`src/rtl/pe_mac_stream.sv`:
```
// Systolic MAC processing element: buffers W/I/O streams, forwards W and I to
// neighbouring PEs and runs a stall-able multiply-accumulate pipeline.

// Circular buffer with one write pointer and two independent read paths
// (neighbour forward and MAC). An entry is freed only once both paths consumed it.
module pe_stream_buf #(
    parameter int WIDTH = 8,
    parameter int DEPTH = 4
) (
    input  logic             clk,
    input  logic             reset,
    input  logic             in_valid,
    output logic             in_rdy,
    input  logic [WIDTH-1:0] in_data,
    output logic             out_valid,
    input  logic             out_rdy,
    output logic [WIDTH-1:0] out_data,
    output logic             mac_valid,
    output logic [WIDTH-1:0] mac_data,
    input  logic             mac_take,
    output logic             pending
);
    localparam int PTR_W = $clog2(DEPTH);

    logic [WIDTH-1:0] mem [DEPTH];
    logic [DEPTH-1:0] fwd_pend;
    logic [DEPTH-1:0] mac_pend;
    logic [PTR_W-1:0] wr_ptr;
    logic [PTR_W-1:0] fwd_ptr;
    logic [PTR_W-1:0] mac_ptr;
    logic             wr_en;
    logic             fwd_en;
    logic             mac_en;

    // Entries fill and drain in order, so a free slot exists exactly when the
    // slot under wr_ptr is free; flags are registered, so no same-cycle bypass.
    assign in_rdy    = ~fwd_pend[wr_ptr] & ~mac_pend[wr_ptr];
    assign out_valid = fwd_pend[fwd_ptr];
    assign out_data  = mem[fwd_ptr];
    assign mac_valid = mac_pend[mac_ptr];
    assign mac_data  = mem[mac_ptr];
    assign pending   = |{fwd_pend, mac_pend};

    assign wr_en  = in_valid & in_rdy;
    assign fwd_en = out_valid & out_rdy;
    assign mac_en = mac_valid & mac_take;

    always_ff @(posedge clk or negedge reset) begin
        if (!reset) begin
            for (int k = 0; k < DEPTH; k++) mem[k] <= '0;
            fwd_pend <= '0;
            mac_pend <= '0;
            wr_ptr   <= '0;
            fwd_ptr  <= '0;
            mac_ptr  <= '0;
        end else begin
            if (fwd_en) begin
                fwd_pend[fwd_ptr] <= 1'b0;
                fwd_ptr           <= fwd_ptr + PTR_W'(1);
            end
            if (mac_en) begin
                mac_pend[mac_ptr] <= 1'b0;
                mac_ptr           <= mac_ptr + PTR_W'(1);
            end
            if (wr_en) begin
                mem[wr_ptr]      <= in_data;
                fwd_pend[wr_ptr] <= 1'b1;
                mac_pend[wr_ptr] <= 1'b1;
                wr_ptr           <= wr_ptr + PTR_W'(1);
            end
        end
    end
endmodule

// Handshake rule for every stream port: a transfer happens on a rising edge
// where valid & rdy are both high; a raised valid and its data stay stable
// until rdy is sampled high.
module pe_mac_stream #(
    parameter int DATA_W  = 8,
    parameter int ACC_W   = 16,
    parameter int DEPTH   = 4,
    parameter int MAC_LAT = 3,
    parameter int LEN_W   = 8
) (
    input  logic              clk,
    input  logic              reset,
    input  logic              mode,
    input  logic [LEN_W-1:0]  acc_len,
    input  logic              w_in_valid,
    output logic              w_in_rdy,
    input  logic [DATA_W-1:0] w_in,
    output logic              w_out_valid,
    input  logic              w_out_rdy,
    output logic [DATA_W-1:0] w_out,
    input  logic              i_in_valid,
    output logic              i_in_rdy,
    input  logic [DATA_W-1:0] i_in,
    output logic              i_out_valid,
    input  logic              i_out_rdy,
    output logic [DATA_W-1:0] i_out,
    input  logic              o_in_valid,
    output logic              o_in_rdy,
    input  logic [ACC_W-1:0]  o_in,
    output logic              o_out_valid,
    input  logic              o_out_rdy,
    output logic [ACC_W-1:0]  o_out,
    output logic              busy
);
    localparam int PTR_W = $clog2(DEPTH);
    localparam int NST   = MAC_LAT - 1;
    localparam logic [PTR_W:0] O_FULL = (PTR_W + 1)'(DEPTH);

    logic              w_mac_valid;
    logic              i_mac_valid;
    logic [DATA_W-1:0] w_mac;
    logic [DATA_W-1:0] i_mac;
    logic              w_pend;
    logic              i_pend;
    logic              issue;
    logic              adv;
    logic              mode_q;
    logic              mode_eff;
    logic              mode_free;

    logic [ACC_W-1:0]  o_mem [DEPTH];
    logic [PTR_W-1:0]  o_wr;
    logic [PTR_W-1:0]  o_rd;
    logic [PTR_W:0]    o_cnt;
    logic              o_empty;
    logic              o_push;
    logic              o_pop;

    logic signed [2*DATA_W-1:0] prod_full;
    logic [ACC_W-1:0]  prod;

    logic [NST-1:0]    st_v;
    logic [ACC_W-1:0]  st_p [NST];
    logic [ACC_W-1:0]  st_o [NST];
    logic              fin_v;
    logic [ACC_W-1:0]  fin_p;
    logic [ACC_W-1:0]  fin_o;

    logic [ACC_W-1:0]  acc;
    logic [LEN_W-1:0]  acc_cnt;
    logic [LEN_W-1:0]  len_q;
    logic [LEN_W-1:0]  len_now;
    logic              grp_done;

    pe_stream_buf #(.WIDTH(DATA_W), .DEPTH(DEPTH)) u_w_buf (
        .clk       (clk),
        .reset     (reset),
        .in_valid  (w_in_valid),
        .in_rdy    (w_in_rdy),
        .in_data   (w_in),
        .out_valid (w_out_valid),
        .out_rdy   (w_out_rdy),
        .out_data  (w_out),
        .mac_valid (w_mac_valid),
        .mac_data  (w_mac),
        .mac_take  (issue),
        .pending   (w_pend)
    );

    pe_stream_buf #(.WIDTH(DATA_W), .DEPTH(DEPTH)) u_i_buf (
        .clk       (clk),
        .reset     (reset),
        .in_valid  (i_in_valid),
        .in_rdy    (i_in_rdy),
        .in_data   (i_in),
        .out_valid (i_out_valid),
        .out_rdy   (i_out_rdy),
        .out_data  (i_out),
        .mac_valid (i_mac_valid),
        .mac_data  (i_mac),
        .mac_take  (issue),
        .pending   (i_pend)
    );

    // Mode may only change once nothing of the previous mode is left anywhere.
    assign mode_free = ~|st_v & ~o_out_valid & (acc_cnt == '0) & o_empty;
    assign mode_eff  = mode_free ? mode : mode_q;

    assign adv   = ~(o_out_valid & ~o_out_rdy);
    assign issue = w_mac_valid & i_mac_valid & (mode_eff | ~o_empty) & adv;

    assign o_empty  = (o_cnt == '0);
    assign o_in_rdy = ~mode_eff & (o_cnt != O_FULL);
    assign o_push   = o_in_valid & o_in_rdy;
    assign o_pop    = issue & ~mode_eff;

    assign prod_full = $signed(w_mac) * $signed(i_mac);
    assign prod      = ACC_W'(prod_full);

    assign fin_v    = st_v[NST-1];
    assign fin_p    = st_p[NST-1];
    assign fin_o    = st_o[NST-1];
    assign len_now  = (acc_cnt != '0) ? len_q : ((acc_len == '0) ? LEN_W'(1) : acc_len);
    assign grp_done = ((acc_cnt + LEN_W'(1)) == len_now);

    assign busy = w_pend | i_pend | ~o_empty | (|st_v) | o_out_valid | (acc_cnt != '0);

    always_ff @(posedge clk or negedge reset) begin
        if (!reset) begin
            mode_q <= 1'b0;
        end else begin
            mode_q <= mode_eff;
        end
    end

    always_ff @(posedge clk or negedge reset) begin
        if (!reset) begin
            for (int k = 0; k < DEPTH; k++) o_mem[k] <= '0;
            o_wr  <= '0;
            o_rd  <= '0;
            o_cnt <= '0;
        end else begin
            if (o_push) begin
                o_mem[o_wr] <= o_in;
                o_wr        <= o_wr + PTR_W'(1);
            end
            if (o_pop) o_rd <= o_rd + PTR_W'(1);
            case ({o_push, o_pop})
                2'b10:   o_cnt <= o_cnt + (PTR_W + 1)'(1);
                2'b01:   o_cnt <= o_cnt - (PTR_W + 1)'(1);
                default: o_cnt <= o_cnt;
            endcase
        end
    end

    // Product is formed at issue; the partial-sum (0 in local-accumulate mode)
    // travels alongside it to the final stage.
    always_ff @(posedge clk or negedge reset) begin
        if (!reset) begin
            st_v <= '0;
            for (int k = 0; k < NST; k++) begin
                st_p[k] <= '0;
                st_o[k] <= '0;
            end
        end else if (adv) begin
            st_v[0] <= issue;
            st_p[0] <= prod;
            st_o[0] <= mode_eff ? '0 : o_mem[o_rd];
            for (int k = 1; k < NST; k++) begin
                st_v[k] <= st_v[k-1];
                st_p[k] <= st_p[k-1];
                st_o[k] <= st_o[k-1];
            end
        end
    end

    always_ff @(posedge clk or negedge reset) begin
        if (!reset) begin
            o_out_valid <= 1'b0;
            o_out       <= '0;
            acc         <= '0;
            acc_cnt     <= '0;
            len_q       <= '0;
        end else if (adv) begin
            o_out_valid <= 1'b0;
            if (fin_v) begin
                if (!mode_q) begin
                    o_out_valid <= 1'b1;
                    o_out       <= fin_o + fin_p;
                end else if (grp_done) begin
                    o_out_valid <= 1'b1;
                    o_out       <= acc + fin_p;
                    acc         <= '0;
                    acc_cnt     <= '0;
                end else begin
                    acc     <= acc + fin_p;
                    acc_cnt <= acc_cnt + LEN_W'(1);
                    len_q   <= len_now;
                end
            end
        end
    end
endmodule

```
`config.mk`:
```
export PLATFORM = sky130hd
export DESIGN_NAME = pe_mac_stream
export DESIGN_NICKNAME = d
export VERILOG_FILES = /design/src/rtl/pe_mac_stream.sv
export SDC_FILE = /design/constraint.sdc
export NUM_CORES = 1
export LEC_CHECK = 0
export CORE_MARGIN = 1.5
export CORE_UTILIZATION = 35
export DETAILED_ROUTE_END_ITERATION = 8
export PLACE_DENSITY = 0.61
export SLEW_MARGIN = 20
export SYNTH_ARGS = -nofsm -noshare
export SYNTH_HDL_FRONTEND = slang
export SYNTH_SLANG_ARGS = --single-unit
```
`constraint.sdc`:
```
create_clock -name clk -period 14.2 [get_ports clk]
set_input_delay 1.42 -clock clk [delete_from_list [all_inputs] [get_ports clk]]
set_output_delay 1.42 -clock clk [all_outputs]
set_load 0.05 [all_outputs]
```
---- Word level (Yosys, flattened, before mapping) ----
Index checks and enable logic that the tools add are counted.
storage, ports and cells
  register bits after elaboration ......... 279
  input port bits ......................... 49
  output and inout port bits .............. 39
  logic and storage cells ................. 225
operators by class
  $add $sub $neg .......................... 13
  $mul .................................... 1
  order comparisons ....................... 23
  equal/unequal tests ..................... 5
  multiplexer cells ....................... 72
  bitwise operators ....................... 54
  reductions and logical operators ........ 21
operator list
  cell                 count
  $mux 16              7
  $mux 8               13
  $bmux 8 s2           4
  $bwmux 32            2
  $bwmux 64            1
  $add 16x16->16       2
  $bmux 16 s2          1
  $demux 16 s2         1
  $demux 8 s2          2
  $mux 4               8
  $ge 3x3->1 const B   8
  $not 2->3            8
  $and 1x1->1          18
  $lt 2x3->1 const B   6
  $mux 1               18
  $add 2x1->2 const B  8
  $and 4x4->4          4
  $bmux 1 s2           8
  $logic_not 8->1      2
  $mul 8x8->16         1
  $not 4->4            4
  $or 4x4->4           4
  $reduce_or 8->1      2
  $demux 1 s2          6
  other kinds (21)     51

---- Depth between registers and ports, before layout ----
  depth after elaboration ................. 13
  gate-level depth with buffers ........... 22
  gate-level depth less buffers ........... 21

---- By module ----
Synthesis repeated with hierarchy kept, for this count alone.
second synthesis, totals
  cells, all modules ...................... 1496
  area, all modules ....................... 17047.6 um^2
by module, submodules not included
  module         times used  cells each  area an instance (um^2)  sequential area each (um^2)
  pe_mac_stream  1           1174        11972.7                  4679.5
  pe_stream_buf  2           161         2537.4                   1151.1

---- Worst setup path after synthesis ----
No wires, ideal clock.
  kind .................................... reg2reg
  from .................................... register u_i_buf.mac_ptr[0]
  to ...................................... register st_p[30] (netlist bit)
  setup time .............................. 0.120 ns
  arrival time ............................ 5.706 ns
  required time ........................... 14.080 ns
  slack ................................... 8.374 ns
  cell stages (with the launch flop) ...... 22
  buffers on the path ..................... 1
  clock period less this slack ............ 5.826 ns
  cell sequence ........................... dfrtp_1 > buf_1 > mux2_2 > o21ai_0 > inv_1 > nand2b_1 > fa_1 > fa_1 > inv_1 > fa_1 > inv_1 > fa_1 > inv_1 > ha_1 > o21ai_0 > a21oi_1 > o21ai_0 > a21boi_0 > o21ai_0 > a211oi_1 > or3_1 > a31o_2
between the ends
  longest elaborated chain between the ends .. 5
RTL lines
  what                                       line  RTL
  start, declared                            30    logic [PTR_W-1:0] mac_ptr;
  start signal, assigned                     63    mac_ptr <= mac_ptr + PTR_W'(1);
  $not 2->3 (implied by the code)            41    assign mac_data = mem[mac_ptr];
  $bmux 8 s2                                 41
  $mux 8 (implied by the code) (2 in a row)  41
  $mul 8x8->16                               191   assign prod_full = $signed(w_mac) * $signed(i_mac);
  end signal, assigned by index              245   st_p[k] <= st_p[k-1];
  end, declared                              137   logic [ACC_W-1:0] st_p [NST];
Every way passes these cells. The select of a mux whose other input is x is not followed.
A chain may end at the register's enable or synchronous reset.

---- Worst setup path after layout ----
Ends and elaborated chain as after synthesis.

==> impl_metrics.xml <==
<?xml version="1.0" encoding="UTF-8"?>
<metrics>
  <group name="status">
    <metric name="failed_checks" unit="">DRC</metric>
    <metric name="outcome" unit="">finished, violations left</metric>
  </group>
  <group name="synth">
    <metric name="synth_nets" unit="">1710</metric>
    <metric name="ys_seq_area_frac" unit="">0.420</metric>
    <metric name="count_of_mapped_cells_out_of_synthesis" unit="">1513</metric>
    <metric name="post_synth_instance_area" unit="um2">16600</metric>
    <metric name="synth_seq_cells" unit="">279</metric>
    <metric name="synth_warnings" unit="">0</metric>
    <metric name="yosys_most_used_dff" unit="">dfrtp_1</metric>
    <metric name="syn_area_per_cell" unit="um2">11.0</metric>
    <metric name="yosys_cell_types" unit="">58</metric>
    <metric name="async_flop_share" unit="">1.00</metric>
    <metric name="synth-edff-count" unit="">0</metric>
  </group>
  <group name="place">
    <metric name="place_congestion" unit="">0.877</metric>
    <metric name="placed_cells_incl_taps" unit="">2161</metric>
    <metric name="place_hpwl" unit="mm">26.4</metric>
    <metric name="placement.cell_area" unit="um2">18100</metric>
    <metric name="port-buffer-count" unit="">87</metric>
  </group>
  <group name="timing">
    <metric name="fin_setup_tns" unit="ps">0</metric>
    <metric name="worst-slew-pin-transition" unit="ps">962</metric>
    <metric name="final_setup_fails" unit="">0</metric>
    <metric name="fin_crit" unit="ps">6220</metric>
    <metric name="timing.final.crit_share" unit="">0.438</metric>
    <metric name="slew_violations" unit="">0</metric>
    <metric name="rsz0062_at_grt" unit="">false</metric>
    <metric name="fmax" unit="MHz">161</metric>
    <metric name="fin_worst_skew" unit="ps">17.0</metric>
    <metric name="final-hold-violation-count" unit="">0</metric>
    <metric name="timing.slew.headroom" unit="">0.358</metric>
  </group>
  <group name="drt">
    <metric name="drc_errors" unit="">10</metric>
    <metric name="detail_route.vias_per_cell" unit="">4.94</metric>
    <metric name="routed_wire_length_per_instance" unit="um">16.4</metric>
    <metric name="wl_met3" unit="mm">1.39</metric>
    <metric name="number_of_optimization_iterations_in_the_first_detailed_route_pass" unit="">8</metric>
    <metric name="top_layer_used" unit="">met4</metric>
    <metric name="drtIter0Drc" unit="">452</metric>
    <metric name="route.antenna.remaining_nets" unit="">0</metric>
    <metric name="met2RoutedLength" unit="mm">17.0</metric>
    <metric name="via_count" unit="">11000</metric>
    <metric name="route.final.wire_length" unit="mm">36.5</metric>
    <metric name="route.layer.met1.wl" unit="mm">17.4</metric>
  </group>
  <group name="global_routing">
    <metric name="grt_max_degree" unit="">121</metric>
    <metric name="total_routing_usage_reported_by_global_routing" unit="">0.151</metric>
    <metric name="antenna_found_initial" unit="">1</metric>
    <metric name="grt_pass1_vias" unit="">11300</metric>
    <metric name="grt_pass1_wl" unit="mm">60.7</metric>
    <metric name="global_route.overflow_total" unit="">0</metric>
  </group>
  <group name="cells_and_area">
    <metric name="final_layout_size_suffix_gt1_frac" unit="">0.169</metric>
    <metric name="final_area" unit="um2">19200</metric>
    <metric name="final.fill_count" unit="">4431</metric>
    <metric name="finalNonFillerCells" unit="">2219</metric>
    <metric name="finish.net_count" unit="">1784</metric>
    <metric name="area.growth.synth_to_final" unit="%">15.2</metric>
  </group>
  <group name="clocking">
    <metric name="tritoncts" unit="">done</metric>
    <metric name="numCtsBuffers" unit="">31</metric>
    <metric name="cts.sinks" unit="">279</metric>
    <metric name="cts_hold_buffers" unit="">0</metric>
    <metric name="post_cts_buffers" unit="">0</metric>
    <metric name="ctsLongestPathBuffers" unit="">3</metric>
    <metric name="htreeDepth" unit="">1</metric>
    <metric name="cts.repair.resized" unit="">0</metric>
    <metric name="clkTransAtPathRegs" unit="ps">60</metric>
    <metric name="insertion_delay" unit="ps">580</metric>
    <metric name="clk_root_buffer_cell" unit="">clkbuf_16</metric>
  </group>
  <group name="critical_path">
    <metric name="worstPathArrival" unit="ps">6700</metric>
    <metric name="classification_of_the_worst_setup_path" unit="">flop to flop</metric>
    <metric name="critical_path.startpoint_type" unit="">flop</metric>
    <metric name="timing.critical_path.required" unit="ps">14680</metric>
    <metric name="worst_r2r_path_cells" unit="">20</metric>
    <metric name="crit_path_start" unit="">u_i_buf.mac_ptr[0]$_DFFE_PN0P_</metric>
    <metric name="critPathMaxFanout" unit="">13</metric>
    <metric name="regToRegSetupSlack" unit="ps">7980</metric>
    <metric name="worstReg2RegStart" unit="">u_i_buf.mac_ptr[0]$_DFFE_PN0P_</metric>
    <metric name="r2r_end" unit="">st_p[30]$_DFFE_PN0N_</metric>
    <metric name="end_kind" unit="">flop</metric>
    <metric name="timing.critical_path.to" unit="">st_p[30]$_DFFE_PN0N_</metric>
  </group>
  <group name="floorplanning">
    <metric name="floorplan.die_area" unit="um2">48900</metric>
    <metric name="std_cell_rows" unit="">79</metric>
    <metric name="initial_utilization" unit="">0.356</metric>
    <metric name="fp.coreArea" unit="um2">46800</metric>
    <metric name="num_io_pins" unit="">88</metric>
    <metric name="die_w" unit="um">221</metric>
    <metric name="dieHeight" unit="um">221</metric>
  </group>
  <group name="run">
    <metric name="max_cap_violations" unit="">0</metric>
  </group>
  <group name="min_path">
    <metric name="timing.hold.worst.class" unit="">flop to flop</metric>
  </group>
</metrics>
[Yosys cell counts (2+ instances only)]
master | count | area [um2]
inv_1 | 118 | 443
xor2_1 | 21 | 184
o31ai_1 | 3 | 22.5
nor2_1 | 67 | 251
nor4_1 | 2 | 12.5
buf_2 | 8 | 40.0
buf_6 | 3 | 33.8
fa_1 | 58 | 1160
a21oi_1 | 45 | 225
a31oi_1 | 4 | 25.0
dfrtp_1 | 279 | 6980
a31o_2 | 2 | 17.5
nand2_1 | 263 | 987
o21a_1 | 3 | 22.5
and2_1 | 50 | 313
clkbuf_1 | 31 | 116
mux2_1 | 2 | 22.5
o211ai_1 | 3 | 22.5
buf_1 | 9 | 33.8
a21oi_2 | 9 | 78.8
and3_1 | 8 | 50.1
a21o_1 | 13 | 97.6
a22o_1 | 9 | 78.8
nand4_1 | 8 | 50.1
a21boi_0 | 3 | 22.5
nand3b_1 | 3 | 22.5
ha_1 | 90 | 1130
nor3_1 | 14 | 70.1
nand2b_1 | 14 | 87.6
nand3_1 | 19 | 95.1
a211oi_1 | 5 | 37.5
mux4_2 | 53 | 1190
or3_1 | 6 | 37.5
mux2_2 | 136 | 1530
nor2b_1 | 10 | 62.6
o21bai_1 | 3 | 22.5
buf_4 | 4 | 30.0
xnor2_1 | 43 | 377
o21ai_0 | 54 | 270
mux2i_1 | 20 | 200
[flip-flops by register name (all words and copies together) (netlist names), 16 cells and up]
signal / cells
fin_p: 16
st_o: 16
acc: 16
u_w_buf.mem: 32
o_out: 16
u_i_buf.mem: 32
st_p: 16
o_mem: 64
fin_o: 16
[routing by layer]
layer / vias to the layer above / track usage
li1: 5267 / -
met1: 5471 / 0.213
met2: 164 / 0.246
met3: 49 / 0.0218
met4: 0 / 0.0349
met5: - / 0
[area by class of cell]
class	instances	area, um2	area share
Clock inverter	10	121	0.00633
Antenna cell	1	2.50	0.000131
Tap cell	607	759	0.0396
Multi-Input combinational cell	1060	8960	0.468
Clock buffer	47	946	0.0494
Sequential cell	279	6980	0.364
Timing Repair Buffer	96	943	0.0492
Inverter	119	447	0.0233
[worst min path at each step]
stage	from	to	cells past startpoint
2_1_floorplan	st_p[30]$_DFFE_PN0N_	fin_p[14]$_DFFE_PN0N_	2
3_3_place_gp	acc[9]$_DFFE_PN0P_	acc[9]$_DFFE_PN0P_	2
3_5_place_dp	st_o[21]$_DFFE_PN0N_	fin_o[5]$_DFFE_PN0N_	2
4_1_cts	st_p[27]$_DFFE_PN0N_	fin_p[11]$_DFFE_PN0N_	2
5_1_grt	st_p[19]$_DFFE_PN0N_	st_p[19]$_DFFE_PN0N_	2
6_report	st_o[22]$_DFFE_PN0N_	fin_o[6]$_DFFE_PN0N_	2
[worst max-delay path, cell delays in order, from the launching register on]
cell	delay [ps]
dfrtp_1	760
mux2_2	410
o21ai_0	570
inv_1	230
nand2b_1	170
fa_1	430
fa_1	540
inv_1	50
fa_1	520
inv_1	50
fa_1	520
inv_1	40
ha_1	320
o21ai_0	110
a21oi_1	110
o21ai_0	220
a21boi_0	150
o21ai_0	230
a211oi_1	120
or3_1	310
a31o_2	240
[cells in the final DEF, fill, tap and decap left out, types with 9 or more instances in the layout]
cell / Yosys / routed
nand3_1: 19 / 19
clkdlybuf4s50_1: 0 / 86
mux2_2: 136 / 136
inv_1: 118 / 118
nand2_1: 263 / 263
a21o_1: 13 / 13
o21ai_0: 54 / 54
nand2b_1: 14 / 13
nor3_1: 14 / 14
a22o_1: 9 / 9
clkbuf_16: 0 / 31
a21oi_1: 45 / 45
mux2i_1: 20 / 20
and2_1: 50 / 50
xnor2_1: 43 / 43
mux4_2: 53 / 53
buf_4: 4 / 9
clkbuf_8: 0 / 11
fa_1: 58 / 58
nor2b_1: 10 / 9
xor2_1: 21 / 21
a21oi_2: 9 / 9
nor2_1: 67 / 67
ha_1: 90 / 90
dfrtp_1: 279 / 279
[cells by family after synthesis]
| family | synth area share |
|---|---|
| xor gates and xnor gates | 0.0337 |
| adders and majority gates | 0.137 |
| buffers and inverters | 0.0421 |
| and+or+nand+nor | 0.129 |
| muxes | 0.177 |
| DFF | 0.420 |
| AOI/OAI and AO/OA | 0.0614 |
[metrics by stage]
step / hold WS (ps) / worst slack, ps / util
2_1_floorplan: 438 / 8370 / -
3_3_place_gp: 454 / 8050 / 0.387
3_5_place_dp: 460 / 7930 / 0.387
4_1_cts: 470 / 7900 / 0.410
5_1_grt: 487 / 7470 / 0.410
6_report: 475 / 7980 / 0.410
Power is left out: the tool's default activity adds up to more than one toggle a clock period on the data nets, which glitch-free logic cannot reach.
